<file path="config.mk">
export PLATFORM = sky130hd
export DESIGN_NAME = autobaud_ctrl
export DESIGN_NICKNAME = d
export VERILOG_FILES = /design/src/rtl/autobaud_pkg.sv /design/src/rtl/autobaud_sync.sv /design/src/rtl/autobaud_ctrl.sv
export SDC_FILE = /design/constraint.sdc
export NUM_CORES = 1
export LEC_CHECK = 0
export CAP_MARGIN = 20
export CORE_MARGIN = 2
export CORE_UTILIZATION = 33
export DETAILED_ROUTE_END_ITERATION = 16
export GPL_TIMING_DRIVEN = 0
export PLACE_DENSITY = 0.54
export SLEW_MARGIN = 20
export SYNTH_ARGS = -nofsm -noshare
export SYNTH_HDL_FRONTEND = slang
export SYNTH_HIERARCHICAL = 1
export SYNTH_SLANG_ARGS = --single-unit
</file>
<file path="constraint.sdc">
create_clock -name clk -period 6.6 [get_ports clk]
set_input_delay 0.99 -clock clk [delete_from_list [all_inputs] [get_ports clk]]
set_output_delay 0.99 -clock clk [all_outputs]
set_load 0.005 [all_outputs]
</file>
<file path="src/rtl/autobaud_pkg.sv">
// autobaud_pkg: rate table, FSM states and timing helpers for the autobaud controller
package autobaud_pkg;

    typedef enum logic [2:0] {
        S_IDLE,
        S_WAIT_IDLE,
        S_WAIT_FALL,
        S_MEASURE,
        S_LOCKED,
        S_ERROR
    } state_t;

    localparam int BAUD [4] = '{1200, 2400, 4800, 9600};

    function automatic int bit_clks(int clk_freq, int i);
        return clk_freq / BAUD[i];
    endfunction

    function automatic int thresh(int clk_freq, int i);
        return bit_clks(clk_freq, i) * 3 / 4;
    endfunction

    function automatic int tmo_clks(int clk_freq);
        return 2 * bit_clks(clk_freq, 0);
    endfunction

endpackage

</file>
<file path="src/rtl/autobaud_sync.sv">
// autobaud_sync: multi-flop synchronizer for the serial line, resetting to idle-high
module autobaud_sync #(
    parameter int STAGES = 2
) (
    input  logic clk,
    input  logic reset,
    input  logic d_i,
    output logic q_o
);

    logic [STAGES-1:0] ff_q;

    // shift the asynchronous input through the flop chain
    always_ff @(posedge clk or negedge reset) begin
        if (!reset) ff_q <= '1;
        else        ff_q <= STAGES'({ff_q, d_i});
    end

    assign q_o = ff_q[STAGES-1];

endmodule

</file>
<file path="src/rtl/autobaud_ctrl.sv">
// autobaud_ctrl: measures the first low pulse on rx and selects the matching baud rate
module autobaud_ctrl
    import autobaud_pkg::*;
#(
    parameter int CLK_FREQ  = 576_000,
    parameter int IDLE_BITS = 1
) (
    input  logic       clk,
    input  logic       reset,
    input  logic       rx,
    input  logic       start,
    output logic [1:0] sel,
    output logic       locked,
    output logic       done,
    output logic       busy,
    output logic       err
);

    localparam int TMO = tmo_clks(CLK_FREQ);
    localparam int CW  = $clog2(TMO + 1);
    localparam logic [CW-1:0] TMO_C  = CW'(TMO);
    localparam logic [CW-1:0] IDLE_C = CW'(IDLE_BITS * bit_clks(CLK_FREQ, 0));
    localparam logic [CW-1:0] TH0    = CW'(thresh(CLK_FREQ, 0));
    localparam logic [CW-1:0] TH1    = CW'(thresh(CLK_FREQ, 1));
    localparam logic [CW-1:0] TH2    = CW'(thresh(CLK_FREQ, 2));
    localparam logic [CW-1:0] TH3    = CW'(thresh(CLK_FREQ, 3));

    state_t          state_q;
    logic [CW-1:0]   cnt_q;
    logic [CW-1:0]   cnt_inc;
    logic [1:0]      rate;
    logic            rx_s;

    autobaud_sync #(.STAGES(2)) u_sync (
        .clk   (clk),
        .reset (reset),
        .d_i   (rx),
        .q_o   (rx_s)
    );

    // saturating increment and classification of the measured low time
    always_comb begin
        cnt_inc = (cnt_q == '1) ? cnt_q : cnt_q + 1'b1;
        rate    = (cnt_q >= TH0) ? 2'd0 : (cnt_q >= TH1) ? 2'd1 : (cnt_q >= TH2) ? 2'd2 : 2'd3;
    end

    // detection FSM with registered status outputs
    always_ff @(posedge clk or negedge reset) begin
        if (!reset) begin
            state_q <= S_IDLE;
            cnt_q   <= '0;
            sel     <= 2'd0;
            locked  <= 1'b0;
            done    <= 1'b0;
            busy    <= 1'b0;
            err     <= 1'b0;
        end else begin
            done <= 1'b0;
            case (state_q)
                S_IDLE, S_LOCKED, S_ERROR: begin
                    if (start) begin
                        state_q <= S_WAIT_IDLE;
                        cnt_q   <= '0;
                        err     <= 1'b0;
                        locked  <= 1'b0;
                        busy    <= 1'b1;
                    end
                end
                S_WAIT_IDLE: begin
                    if (!rx_s) begin
                        cnt_q <= '0;
                    end else if (cnt_inc == IDLE_C) begin
                        state_q <= S_WAIT_FALL;
                        cnt_q   <= '0;
                    end else begin
                        cnt_q <= cnt_inc;
                    end
                end
                S_WAIT_FALL: begin
                    if (!rx_s) begin
                        state_q <= S_MEASURE;
                        cnt_q   <= CW'(1);
                    end
                end
                S_MEASURE: begin
                    if (!rx_s) begin
                        cnt_q <= cnt_inc;
                        if (cnt_inc == TMO_C) begin
                            state_q <= S_ERROR;
                            err     <= 1'b1;
                            locked  <= 1'b0;
                            done    <= 1'b1;
                            busy    <= 1'b0;
                        end
                    end else if (cnt_q >= TH3) begin
                        state_q <= S_LOCKED;
                        sel     <= rate;
                        locked  <= 1'b1;
                        done    <= 1'b1;
                        busy    <= 1'b0;
                    end else begin
                        state_q <= S_WAIT_FALL;
                    end
                end
                default: begin
                    state_q <= S_IDLE;
                    busy    <= 1'b0;
                end
            endcase
        end
    end

endmodule

</file>
-- Yosys cells after proc, flatten, opt, wreduce, memory -nomap -nowiden
Cells that the tools add are included.
- flip-flop bits (word level): 21
- latch bits: 0
- memory bits (writable): 0
- ROM bits: 0
- word-level logic and storage cells: 75
- memories: 0
- add/sub/neg operators: 1
- $mul: 0
- divide/modulo/power cells: 0
- magnitude comparators: 4
- equality and inequality tests: 16
- shift-type cells: 0
- multiplexer cells: 34
- bitwise gates (word level): 1
- reductions and logical operators: 11
- operators by type and width (operator ; count):
    two-way mux 10 bit ; 6
    one-hot mux 10 bit (4 select lines) ; 1
    two-way mux 3 bit ; 7
    equality test 10 bit (second input constant) ; 2
    AND reduction 4 bit ; 4
    two-way mux 1 bit ; 14
    one-hot mux 3 bit (4 select lines) ; 1
    adder 10 x 1 -> 10 bit (second input constant) ; 1
    equality test 10 x 9 -> 1 bit (second input constant) ; 1
    greater-or-equal comparator 10 x 6 -> 1 bit (second input constant) ; 1
    greater-or-equal comparator 10 x 7 -> 1 bit (second input constant) ; 1
    greater-or-equal comparator 10 x 8 -> 1 bit (second input constant) ; 1
    greater-or-equal comparator 10 x 9 -> 1 bit (second input constant) ; 1
    inequality test 2 bit (second input constant) ; 5
    equality test 3 x 2 -> 1 bit (second input constant) ; 2
    equality test 3 bit (second input constant) ; 2
    AND reduction 5 bit ; 1
    two-way mux 2 bit ; 2
    one-hot mux 1 bit (2 select lines) ; 2
    nonzero test 4 bit ; 1
    equality test 3 x 1 -> 1 bit (second input constant) ; 1
    logical NOT 3 bit ; 1
    inequality test 3 x 2 -> 1 bit (second input constant) ; 1
    inequality test 3 bit (second input constant) ; 1
    7 further kinds ; 7

-- Depth between registers and ports, before layout
Gate-level depths: netlist (run 1).
- depth in word-level cells: 6
- gate-level depth with buffers: 8

-- Cells and area by module
The synthesis (run 1) kept the hierarchy.
- by module, submodules not included (module ; instances ; cells each ; area an instance (um^2) ; sequential area each (um^2)):
    autobaud_ctrl ; 1 ; 185 ; 1531.5 ; 475.5
    autobaud_sync ; 1 ; 2 ; 52.6 ; 52.6

-- Least setup slack after synthesis (run 1)
No wires, ideal clock.
- kind: register to register
- start point: register cnt_q[0]
- end point: register state_q[2]
- arrival: 2221 ps
- data required time: 6518 ps
- slack: 4296 ps
- stages on the path, launching flop included: 8
- period minus slack after synthesis: 2304 ps
- cell sequence: dfrtp_1 ha_1 or4_4 o41ai_2 o221ai_2 or2_1 or4_4 o211ai_2
- longest elaborated chain between the ends: 5
- elaborated cells on any way between the ends: 12
- ends and longest elaborated chain (item ; RTL line ; text):
    start, declared ; autobaud_ctrl.sv:29 ; logic [CW-1:0] cnt_q;
    start signal, assigned ; autobaud_ctrl.sv:76 ; cnt_q <= cnt_inc;
    start signal, assigned ; autobaud_ctrl.sv:87 ; cnt_q <= cnt_inc;
    adder 10 x 1 -> 10 bit or equality test 10 bit (tied branches) ; autobaud_ctrl.sv:43 ; cnt_inc = (cnt_q == '1) ? cnt_q : cnt_q + 1'b1;
    two-way mux 10 bit ; autobaud_ctrl.sv:43 ;
    equality test 10 bit or equality test 10 x 9 -> 1 bit (tied branches) ; autobaud_ctrl.sv:88, autobaud_ctrl.sv:72 ;
    inequality test 3 x 2 -> 1 bit (no source line) or inequality test 2 bit (tied branches) ; -- ;
    AND reduction 5 bit (no source line) ; -- ;
    end signal, assigned ; autobaud_ctrl.sv:50 ; state_q <= S_IDLE;
    end signal, assigned ; autobaud_ctrl.sv:89 ; state_q <= S_ERROR;
    end signal, assigned ; autobaud_ctrl.sv:96 ; state_q <= S_LOCKED;
    end, declared ; autobaud_ctrl.sv:28 ; state_t state_q;
Several ways; a longest one is shown, not always the timed one.
A chain may end at the register's enable or synchronous reset.

-- Worst setup path after layout (run 1)
- start point: register cnt_q[0]
- end point: register cnt_q[4]
- longest elaborated chain between the ends: 6
- elaborated cells on any way between the ends: 8
- ends and longest elaborated chain (item ; RTL line ; text):
    adder 10 x 1 -> 10 bit or equality test 10 bit (tied branches) ; autobaud_ctrl.sv:43 ;
    two-way mux 10 bit (*) ; autobaud_ctrl.sv:43 ;
    equality test 10 x 9 -> 1 bit ; autobaud_ctrl.sv:72 ; end else if (cnt_inc == IDLE_C) begin
    two-way mux 10 bit ; autobaud_ctrl.sv:72 ;
    two-way mux 10 bit ; autobaud_ctrl.sv:70 ; if (!rx_s) begin
    one-hot mux 10 bit (4 select lines) (*) ; autobaud_ctrl.sv:59 ; case (state_q)
Every way passes the cells marked *; elsewhere a longest branch is shown, timed or not. The select of a mux whose other input is x is not followed.

==> flow_results.org, run 1 <==
** Global routing
- In the global route stage, overall resource usage came out at 16.3%.
- The first global-routing pass estimated 6870 um of wire.
- The number of global-route vias before repair came to 1422.
- Antenna violations before repair :: 0
- Entering global routing, the biggest net connects 22 pins.
- Congestion Overflow GR :: 0

** Clock tree
- Source-to-sink clock delay at the later pin of the worst-skew pair :: 0.27 ns
- TritonCTS Buffers :: 3
- After clock tree synthesis, the clock-pin slew on the worst setup and hold paths is 0.09 ns.
- TritonCTS clock tree :: built
- Buffer count from post-CTS setup fixing :: 0
- Hold-fix buffer count after cts :: 0
- CTS H-tree depth :: 1
- Number of clock sinks seen by CTS :: 21
- Clock root buffer master :: sky130_fd_sc_hd__clkbuf_8
- Gates resized during post-CTS repair numbered 0.
- No sink is reached through more buffers than the 2 on the longest clock path.

** Synth
- The most used flip-flop cell after synthesis is sky130_fd_sc_hd__dfrtp_1.
- In this run, synthesis inferred 0 flip-flops with an integrated enable.
- Counting every instance in the synthesized netlist gives 187.
- In this run the cell area of the synthesized design comes to 1580 um^2.
- Async set-or-reset flop fraction in the synthesized netlist :: 100%
- Syn Area/Cell :: 8.47 um^2
- #FFs+latches synth :: 21
- Post-synth top area share :: 30.0%
- In this run, distinct cell masters in the synthesized netlist total 57.
- Yosys printed 6 warnings.
- The number of nets in the synthesized netlist is 195.
- Summing the sequential cell areas from Yosys gives 33.3% of the chip area.
- sky130_fd_sc_hd__dfrtp_1 takes more of the synthesized area than any other cell.
- Dominant cells by area after synthesis :: sky130_fd_sc_hd__dfrtp_1, sky130_fd_sc_hd__nand2_1, sky130_fd_sc_hd__o21ai_0

** Cells and area
- Commonest non-fill, non-tap cell in the layout :: sky130_fd_sc_hd__nand2_1
- The filler cells instantiated in the layout total 491.
- Layout Cell Area excl Fill :: 1780 um^2
- Area added between synthesis and finish :: 12.6%
- In the final layout, the share of cells above drive strength 1 is 11.0%.
- The top cell types in the final layout, fill and taps aside, are sky130_fd_sc_hd__nand2_1, sky130_fd_sc_hd__dfrtp_1, sky130_fd_sc_hd__o21ai_0.
- Number of nets in the final layout :: 209
- The repair_antennas step left the layout with diodes totalling 0.

** Floorplan
- From left edge to right edge, the die measures 73.3 um.
- Initial Util :: 34.0%
- Site row count :: 25
- The die is 73.3 um tall.
- 10 I/O pins were placed.
- Full die area :: 5370 um^2
- After floorplanning, the core was sized to cover 4660 um^2.

** Worst setup path
- Startpoint kind of the worst setup timing path :: flip-flop
- The largest individual stage delay along the critical path comes from the cell sky130_fd_sc_hd__o311ai_2.
- The critical path goes through ha_1 -> or4_4 -> o41ai_2 -> o221ai_2 -> o311ai_2 -> a21oi_1 -> o22a_1.
- Crit Path Max Fanout :: 9
- The critical path in this run is classified as flip-flop to flip-flop.
- Crit path required time :: 6.76 ns
- Worst setup EP type :: flip-flop
- Slowest cell delay on critical path :: 0.61 ns
- Arrival time reported for the critical path endpoint :: 2.85 ns

** Place
- Post-Place Setup Slack :: 4.00 ns
- The wire-length estimate of the detail-placed layout is 2930 um.
- Post-detailed-placement cell area :: 1740 um^2
- Buffers added on ports :: 9
- At the end of routability-driven placement, the weighted congestion stood at 0.872.

** Timing
- Static timing analysis puts the maximum clock frequency at 0.372 GHz.
- Worst hold slack across all endpoints :: 0.358 ns
- Min setup slack post-route :: 3.91 ns
- Setup repair after global routing missed its margin :: no
- Count of endpoints failing hold in the final timing report :: 0
- On the final layout, the worst clock skew is 0.0120 ns.
- Final worst-path cycle share :: 40.7%
- Slew Viols, Final :: 0
- Max-slew headroom :: 54.1%
- Final critical path time including I/O delays and setup :: 2.69 ns
- Setup tns final :: 0 ns
- Count of endpoints failing setup in the final report :: 0
- For the pin with the worst max-slew slack, the measured transition is 0.681 ns.

** Flow run
- Max-cap violations in this run came to 0.

** Drt
- Average wire per standard cell :: 16.5 um
- The routed design has 4190 um of wire.
- For this block, the initial DRC count from the detailed router was 143.
- Antenna-violating nets left :: 0
- Number of detailed-routing iterations run before antenna repair :: 4
- Remaining routing DRC violations :: 0
- The routed layout has 1511 vias.
- Avg Vias per Cell :: 5.95

** Run status
- The flow ran to the end, and the final reports show no timing, DRC or antenna violations.

** Power
- Maximum vdd drop :: 66.7 uV
- Leakage power :: 0.765 nW
- In this run the power density over the cells is 140 nW/um^2.

** Worst hold path
- The min-delay analysis places its worst path in the category flip-flop to flip-flop.
==> registers in the layout, indices dropped and copies added, names as in the netlist <==
signal	cells
sel	2
err	1
busy	1
cnt_q	10
state_q	3
done	1
u_sync/ff_q	2
locked	1
==> through the flow <==
step | total power (W) | instances | utilization (%)
6_report | 0.000249 | 254 | 38.3
5_1_grt | 0.000262 | 254 | 38.3
4_1_cts | 0.000255 | 254 | 38.4
3_5_place_dp | 0.000164 | 250 | 37.4
3_3_place_gp | 0.000164 | 250 | 37.4
2_1_floorplan | 0.000152 | 187 | -
==> kinds of logic (layout without fill, tap and decap cells) <==
logic type | count (synthesis) | after routing | share of synthesized area [%]
simple gates | 74 | 74 | 25.4
compound gates | 67 | 67 | 32.3
flops | 21 | 21 | 33.3
buf+inv | 21 | 34 | 5.77
fa+ha+maj | 4 | 4 | 3.16
==> synth_stat cells, types with 3 or more instances <==
library cell / instances
sky130_fd_sc_hd__a21oi_1: 12
sky130_fd_sc_hd__a31oi_1: 6
sky130_fd_sc_hd__and2_1: 6
sky130_fd_sc_hd__and3_1: 5
sky130_fd_sc_hd__buf_2: 4
sky130_fd_sc_hd__clkbuf_1: 8
sky130_fd_sc_hd__dfrtp_1: 19
sky130_fd_sc_hd__ha_1: 4
sky130_fd_sc_hd__inv_1: 7
sky130_fd_sc_hd__nand2_1: 23
sky130_fd_sc_hd__nand2b_1: 3
sky130_fd_sc_hd__nand3_1: 4
sky130_fd_sc_hd__nand4_1: 3
sky130_fd_sc_hd__nor2_1: 8
sky130_fd_sc_hd__nor2b_1: 4
sky130_fd_sc_hd__nor3_1: 3
sky130_fd_sc_hd__nor4_1: 4
sky130_fd_sc_hd__o21ai_0: 13
sky130_fd_sc_hd__o22a_1: 5
==> worst paths after layout <==
check | from | endpoint | slack [ns] | depth (start not counted)
min in group asynchronous | reset | cnt_q[2] | 0.67 | 1
min reg2reg | u_sync/ff_q[0] | u_sync/ff_q[1] | 0.36 | 0
max reg2reg | cnt_q[0] | cnt_q[4] | 3.91 | 7
max | cnt_q[0] | cnt_q[4] | 3.91 | 7
max in group asynchronous | reset | u_sync/ff_q[0] | 5.56 | 1
min | u_sync/ff_q[0] | u_sync/ff_q[1] | 0.36 | 0
==> cell type report <==
type / instances / area (um^2) / area share [%]
Buffer: 14 / 65.1 / 3.65
Clock buffer: 3 / 41.3 / 2.32
Clock inverter: 1 / 5.00 / 0.281
Inverter: 7 / 26.3 / 1.47
Multi-Input combinational cell: 145 / 965 / 54.1
Sequential cell: 21 / 528 / 29.6
Tap cell: 54 / 67.6 / 3.79
Timing Repair Buffer: 9 / 85.1 / 4.77
==> report_power, final <==
part / total (W) / switching [W] / internal [W]
registers: 0.000136 / 0.00000393 / 0.000132
clock network: 0.0000888 / 0.0000467 / 0.0000421
logic: 0.0000247 / 0.0000138 / 0.0000110
==> worst max-delay path: cells and delay by family (launching register included) <==
| family | cells | cell delay, ns |
|---|---|---|
| compound gates | 5 | 1.27 |
| fa+ha+maj | 1 | 0.32 |
| simple gates | 1 | 0.50 |
| flops | 1 | 0.50 |
==> metal layers <==
layer	up-vias	part of all wire [%]	wire length [um]	GRT usage, %
met5	-	0	0	0
met2	48	46	1940	25.3
met3	4	5.0	208	2.19
met4	0	0.64	27	5.14
li1	733	-	-	-
met1	726	48	2010	23.2
Note: power is estimated with default switching activity, not from simulation.
==> inputs of run 2 (changes only) <==
Clock period 6.6 ns to 2.6 ns, I/O delays scaled along.
==> run 2 against run 1 <==
Combinational power grew to 2.6 times the previous value. Total power grew to 2.5 times the previous value. Core utilization grew 0.46 points. Register-to-register slack lost 3.8 ns. Sequential share of layout area shrank 0.21 points. Via count shrank 1.1%. Wire length grew 0.81%. Critical endpoint is now state_q[2]. Highest routed layer unchanged.
==> flow_results.org, run 2 (synthesis gave the netlist of run 1 again) <==
** Run status
- Status :: complete, no violations

** Clock tree
- Clock-pin slew was measured on the worst setup and hold paths at 0.09 ns.
- TritonCTS built the clock tree.
- Clock root buffer master :: sky130_fd_sc_hd__clkbuf_8
- CTS built an H-tree with a depth of 1.
- TritonCTS Buffers :: 3
- Buffer count from post-CTS setup fixing :: 0
- Source-to-sink clock delay at the later pin of the worst-skew pair :: 0.27 ns
- Number of clock sinks seen by CTS :: 21
- The longest clock path from root to sink contains 2 buffers.

** Timing
- Between clock sinks in the finished design, the worst skew comes to 0.0125 ns.
- Setup repair after global routing left no endpoint under its margin.
- Setup tns final :: 0 ns
- Max-slew headroom :: 54.6%
- Final critical path time including I/O delays and setup :: 2.51 ns
- Count of endpoints failing setup in the final report :: 0
- Slew Viols, Final :: 0
- Final worst-path cycle share :: 96.4%
- The count of endpoints failing hold in the final timing report is 0.
- Top achievable clock speed :: 0.399 GHz
- For the pin with the worst max-slew slack, the measured transition is 0.674 ns.

** Worst setup path
- Measured in cells, the most critical reg-to-reg path has a length of 7.
- In this design, the stage delay of the slowest critical-path cell is 0.49 ns.
- For flop-to-flop paths, the worst setup slack is 0.09 ns.
- The most numerous cell type found on the critical path is sky130_fd_sc_hd__or4_4.
- Series of cell instances along the critical path :: ha_2 -> or4_4 -> o41ai_2 -> o221ai_2 -> or2_4 -> or4_4 -> o211ai_2
- At the worst endpoint, the required time is 2.78 ns.
- Worst setup EP type :: flip-flop
- The slowest stage of the critical path belongs to the cell sky130_fd_sc_hd__or4_4.
- In this run the worst path has a maximum fanout of 9.
- The endpoint identified for the worst register-to-register timing path is state_q[2].
- Counting both buffers and inverters, the worst setup path holds a total of 0.
- Largest delay contributor family on the critical path :: simple AND/OR/NAND/NOR gates
- STA classifies the critical path startpoint as a flip-flop.
- In this run the critical register-to-register path is launched from cnt_q[0].
- For the worst setup path, the data arrival time is 2.68 ns.
- By startpoint and endpoint, the worst setup path is classified as flip-flop to flip-flop.

** Drt
- Antenna-violating nets left :: 0
- Drt total wl :: 4220 um
- Avg Vias per Cell :: 5.88
- Detailed routing inserted a total of 1494 vias.
- Number of detailed-routing iterations run before antenna repair :: 4
- Remaining routing DRC violations :: 0
- After detailed routing, the average wire length per cell comes to 16.6 um.
- The detailed router finished its first iteration with 171 violations.

** Cells and area
- In the final layout, the registers with the most flip-flops are cnt_q x10, state_q x3.
- Cells with a size suffix above 1 make up 13.5% of the layout.
- Most flops, register :: cnt_q
- Number of inserted diodes :: 0
- Commonest non-fill, non-tap cell in the layout :: sky130_fd_sc_hd__nand2_1
- Flip-flop count of the largest register, all copies and words added :: 10
- At the end of the flow, the number of nets in the layout was 209.
- After routing the design area is 1800 um^2.
- In the layout the commonest cells are sky130_fd_sc_hd__nand2_1, sky130_fd_sc_hd__dfrtp_1, sky130_fd_sc_hd__o21ai_0.
- Area added between synthesis and finish :: 13.9%
- The filler cells instantiated in the layout total 488.

** Power
- Maximum vdd drop :: 170 uV
- The design draws 0.000636 W.
- In this run the power density over the cells is 353 nW/um^2.
- For this design the static power due to leakage is 0.784 nW.

** Global routing
- The first global-routing pass estimated 6870 um of wire.
- Total track usage :: 16.3%
- Entering global routing, the biggest net connects 22 pins.
- Number of global-route vias before repair :: 1426
- Congestion Overflow GR :: 0
- Antenna violations before repair :: 0

** Place
- Buffers placed on the I/O ports in this run total 9.
- After detailed placement, the total cell area comes to 1740 um^2.
- Routability congestion estimate from global placement :: 0.872
- Detailed placement ended at an HPWL of 2930 um.

** Floorplan
- In this run the horizontal extent of the chip is 73.3 um.
- The die covers 5370 um^2.
- Y dimension of the die :: 73.3 um
- Core box area :: 4660 um^2
- 10 I/O pins were placed.
- Site row count :: 25
- The initial utilization of the core area, before any placement, comes to 34.0%.

** Worst hold path
- The path class of the tightest hold or removal check is input port to async pin.

** Flow run
- Total of max-cap violations :: 0
==> run 2: cell counts in the layout (fill, tap and decap cells not counted) <==
No cell type changed its count.
==> run 2: per-layer routing <==
metal  track usage, %  part of all wire [%]  vias up  wire length (um)
li1                 -                     -      736                 -
met4             5.35                  0.90        0                38
met2             25.4                    46       45              1940
met1             23.2                    49      707              2070
met5                0                     0        -                 0
met3             2.19                   4.2        6               176
==> run 2: final cells by class <==
type	count	area, um^2	area share, %
Clock inverter	1	5.00	0.277
Sequential cell	21	531	29.4
Timing Repair Buffer	9	85.1	4.72
Inverter	7	26.3	1.46
Multi-Input combinational cell	145	983	54.5
Clock buffer	3	41.3	2.29
Tap cell	54	67.6	3.74
Buffer	14	65.1	3.61
==> run 2: metrics by stage <==
| stage | std cells | util [%] | hold slack, ns | worst slack (ns) |
|---|---|---|---|---|
| floorplan | 187 | - | 0.0944 | 0.296 |
| global placement | 250 | 37.4 | 0.346 | -0.0612 |
| detailed placement | 250 | 37.4 | 0.348 | 0.00167 |
| CTS | 254 | 38.6 | 0.360 | 0.0189 |
| global route | 254 | 38.7 | 0.116 | 0.0234 |
| finish | 254 | 38.7 | 0.0700 | 0.0944 |
==> run 2: worst max-delay path by stage <==
| stage | cells past startpoint | slack (ns) | from | to |
|---|---|---|---|---|
| final | 7 | 0.09 | cnt_q[0] | state_q[2] |
| after global routing | 7 | 0.02 | cnt_q[7] | busy |
| after CTS | 7 | 0.02 | cnt_q[0] | state_q[2] |
| after detailed placement | 7 | 0.002 | cnt_q[0] | cnt_q[4] |
| after global placement | 7 | -0.06 | cnt_q[0] | cnt_q[8] |
| after floorplan | 7 | 0.30 | cnt_q[0] | state_q[2] |
==> run 2: repair_timing <==
item                                    4_1_cts  5_1_grt
endpoints found under the setup margin        5       12
hold buffers                                  0        0
pin swaps                                     0        1
resized for setup                             1        5
==> run 2: where the power goes <==
part	switching [W]	internal, W
clock	0.000119	0.000107
combinational	0.0000357	0.0000286
sequential	0.0000101	0.000336
total	0.000165	0.000471
==> inputs of run 3 (changes only) <==
Settings changed: CORE_ASPECT_RATIO set to 0.6, CORE_MARGIN 2 to 5.
Clock period 2.6 ns to 3.11 ns, I/O delays scaled along.
==> run 3 against run 2 <==
Total power shrank 17%. Final cell count grew 3.5%. Sequential cell count is the same. Via count is essentially flat. Core utilization grew 0.19 points. Register-to-register slack gained 0.37 ns. Fmax shrank 5.4%. First-iteration DRC count grew 22%. Largest cell class unchanged. Largest power group unchanged.
==> flow_results.org, run 3 (synthesis gave the netlist of run 1 again) <==
** Run status
- Status :: complete, no violations

** Drt
- After detailed routing, the average wire length per cell comes to 15.9 um.
- After the first detailed-routing iteration, the DRC count stood at 208.
- Drt total wl :: 4180 um
- In the routed layout, each cell is associated on average with a via count of 5.68.
- Number of detailed-routing iterations run before antenna repair :: 4
- Vias :: 1493
- In this run the remaining antenna-violating nets after routing total 0.
- In the routed design, unresolved DRC markers number 0.

** Worst setup path
- The critical path contains buffers and inverters numbering 0 combined.
- By startpoint and endpoint, the worst setup path is classified as flip-flop to flip-flop.
- Arrival time reported for the critical path endpoint :: 2.80 ns
- The worst register-to-register path begins at cnt_q[0].
- The critical path goes through ha_1 -> or4_4 -> o41ai_2 -> o221ai_2 -> o311ai_2 -> a21oi_1 -> o22a_1.
- Critical R2R Capture :: cnt_q[8]
- For this design, the slowest cell found on the critical path is sky130_fd_sc_hd__o311ai_2.
- In this design, the largest share of critical-path delay is due to compound AO/OA/AOI/OAI gates.
- Startpoint kind of the worst setup timing path :: flip-flop
- Crit Path Max Fanout :: 9
- The largest single stage delay on the critical path is 0.56 ns.
- Crit path required time :: 3.26 ns
- The worst setup path is captured at a flip-flop.
- FF-to-FF setup slack :: 0.46 ns
- For the worst flop-to-flop path, the logic depth is 7.

** Timing
- In this run the tightest slew margin relative to its limit is 59.7%.
- Count of endpoints failing setup in the final report :: 0
- The routed design could run at a clock period as short as 2.65 ns.
- Final setup skew :: 0.00416 ns
- At the pin with the least slew margin, the transition time is 0.602 ns.
- The worst path uses 85.1% of the clock period.
- Top achievable clock speed :: 0.378 GHz
- Setup repair after global routing missed its margin :: no
- The number of max-slew violations in the final report came to 0.
- The count of endpoints failing hold in the final timing report is 0.
- Setup tns final :: 0 ns

** Floorplan
- Initial Util :: 34.3%
- Core box area :: 4610 um^2
- Site row count :: 19
- Full die area :: 6330 um^2
- 10 I/O pins were placed.
- The floorplan step set the die height to 63.7 um.
- Measured along the x axis, the die boundary spans 99.4 um.

** Clock tree
- Counting along the longest clock path gives a buffer depth of 2.
- Number of clock sinks seen by CTS :: 21
- Clk slew on worst S/H paths :: 0.08 ns
- TritonCTS built the clock tree.
- The cell sitting at the root of the clock tree is a sky130_fd_sc_hd__clkbuf_8.
- Hold repair after CTS inserted 0 buffers.
- CTS H-tree depth :: 1
- Buffer count from post-CTS setup fixing :: 0
- The later pin in the worst-skew pair is clocked with a latency of 0.26 ns.
- Resized Gates After CTS :: 0
- The number of clock buffers added by TritonCTS is 3.

** Global routing
- Pin count of the biggest net entering global routing :: 22
- Global-route wire length before repair :: 7060 um
- Summed over all layers, the global routing overflow is 0.
- The initial antenna violation count is 0.
- Total track usage :: 13.7%
- Number of global-route vias before repair :: 1362

** Power
- Leakage power :: 0.765 nW
- Maximum vdd drop :: 178 uV
- Part of the total power dissipated in combinational logic :: 10.0%
- Pwr per Cell Area :: 293 nW/um^2
- In this run the power spent charging and discharging nets is 0.000133 W.
- Switching share of power :: 25.3%
- Power share of the sequential group :: 55.0%
- Internal cell power :: 0.000393 W
- Fraction of power consumed by the clock network :: 35.0%

** Cells and area
- Ranked by flip-flop count, first place goes to cnt_q.
- After the last flow step, the layout net total stands at 209.
- The finished layout holds 263 standard cells, fillers aside.
- The largest registers in the layout are cnt_q x10, state_q x3.
- The register with the most flip-flops in the layout has 10 of them.
- In the final layout, the share of cells above drive strength 1 is 11.0%.
- Number of inserted diodes :: 0
- Commonest non-fill, non-tap cell in the layout :: sky130_fd_sc_hd__nand2_1
- Relative to the synthesized area, the layout overhead comes to 13.3%.
- Most used cells in the layout excluding fill and tap cells :: sky130_fd_sc_hd__nand2_1, sky130_fd_sc_hd__dfrtp_1, sky130_fd_sc_hd__o21ai_0

** Place
- Buffers added on ports :: 9
- At the end of routability-driven placement, the weighted congestion stood at 0.965.
- DP Cell Count :: 259
- Dpl hpwl :: 3160 um

** Worst hold path
- The path class of the tightest hold or removal check is input port to async pin.

** Flow run
- Across the run, the number of max-cap violations was 0.
## run 3: worst reg2reg max path: stages (launching register included)
cell and delay (ns):
sky130_fd_sc_hd__dfrtp_1 0.49, sky130_fd_sc_hd__ha_1 0.32, sky130_fd_sc_hd__or4_4 0.50, sky130_fd_sc_hd__o41ai_2 0.07, sky130_fd_sc_hd__o221ai_2 0.21, sky130_fd_sc_hd__o311ai_2 0.57
sky130_fd_sc_hd__a21oi_1 0.16, sky130_fd_sc_hd__o22a_1 0.22
## run 3: power by group through the flow
stage	registers [W]	clock network, W	logic, W
after floorplan	0.000291	0	0.0000324
after global placement	0.000294	0	0.0000545
after detailed placement	0.000294	0	0.0000537
after CTS	0.000289	0.000193	0.0000541
after global routing	0.000290	0.000202	0.0000600
final	0.000289	0.000184	0.0000527
## run 3: metrics by stage
stage | utilization (%) | hold slack, ns | instance area, um^2 | power (W) | setup slack, ns
after floorplan | - | 0.171 | 1580 | 0.000324 | 0.806
after global placement | 38.0 | 0.346 | 1750 | 0.000349 | 0.454
after detailed placement | 38.0 | 0.348 | 1750 | 0.000348 | 0.528
after CTS | 39.0 | 0.361 | 1800 | 0.000535 | 0.498
after global routing | 38.9 | 0.196 | 1790 | 0.000552 | 0.354
final | 38.9 | 0.161 | 1790 | 0.000525 | 0.462
## run 3: worst max path at each step
| stage | startpoint | endpoint | depth (start not counted) | slack [ns] |
|---|---|---|---|---|
| after detailed placement | cnt_q[0] | cnt_q[4] | 7 | 0.53 |
| after floorplan | cnt_q[0] | state_q[2] | 7 | 0.81 |
| after CTS | cnt_q[0] | cnt_q[4] | 7 | 0.50 |
| after global placement | cnt_q[1] | cnt_q[5] | 7 | 0.45 |
| final | cnt_q[0] | cnt_q[8] | 7 | 0.46 |
| after global routing | cnt_q[0] | cnt_q[8] | 7 | 0.35 |
## run 3: final cells by class
cell class                      count  area, um^2
Multi-Input combinational cell    145         965
Clock inverter                      1        5.00
Inverter                            7        26.3
Tap cell                           63        78.8
Timing Repair Buffer                9        85.1
Clock buffer                        3        41.3
Fill cell                         474        2820
Sequential cell                    21         528
Buffer                             14        65.1
## run 3: metal layers
layer  global-route usage [%]  vias to the layer above  share of wire (%)
met5                        0                        -                  0
met2                     16.8                       66                 36
li1                         -                      734                  -
met4                     1.02                        0               0.69
met3                     4.85                        4                 10
met1                     22.5                      689                 53
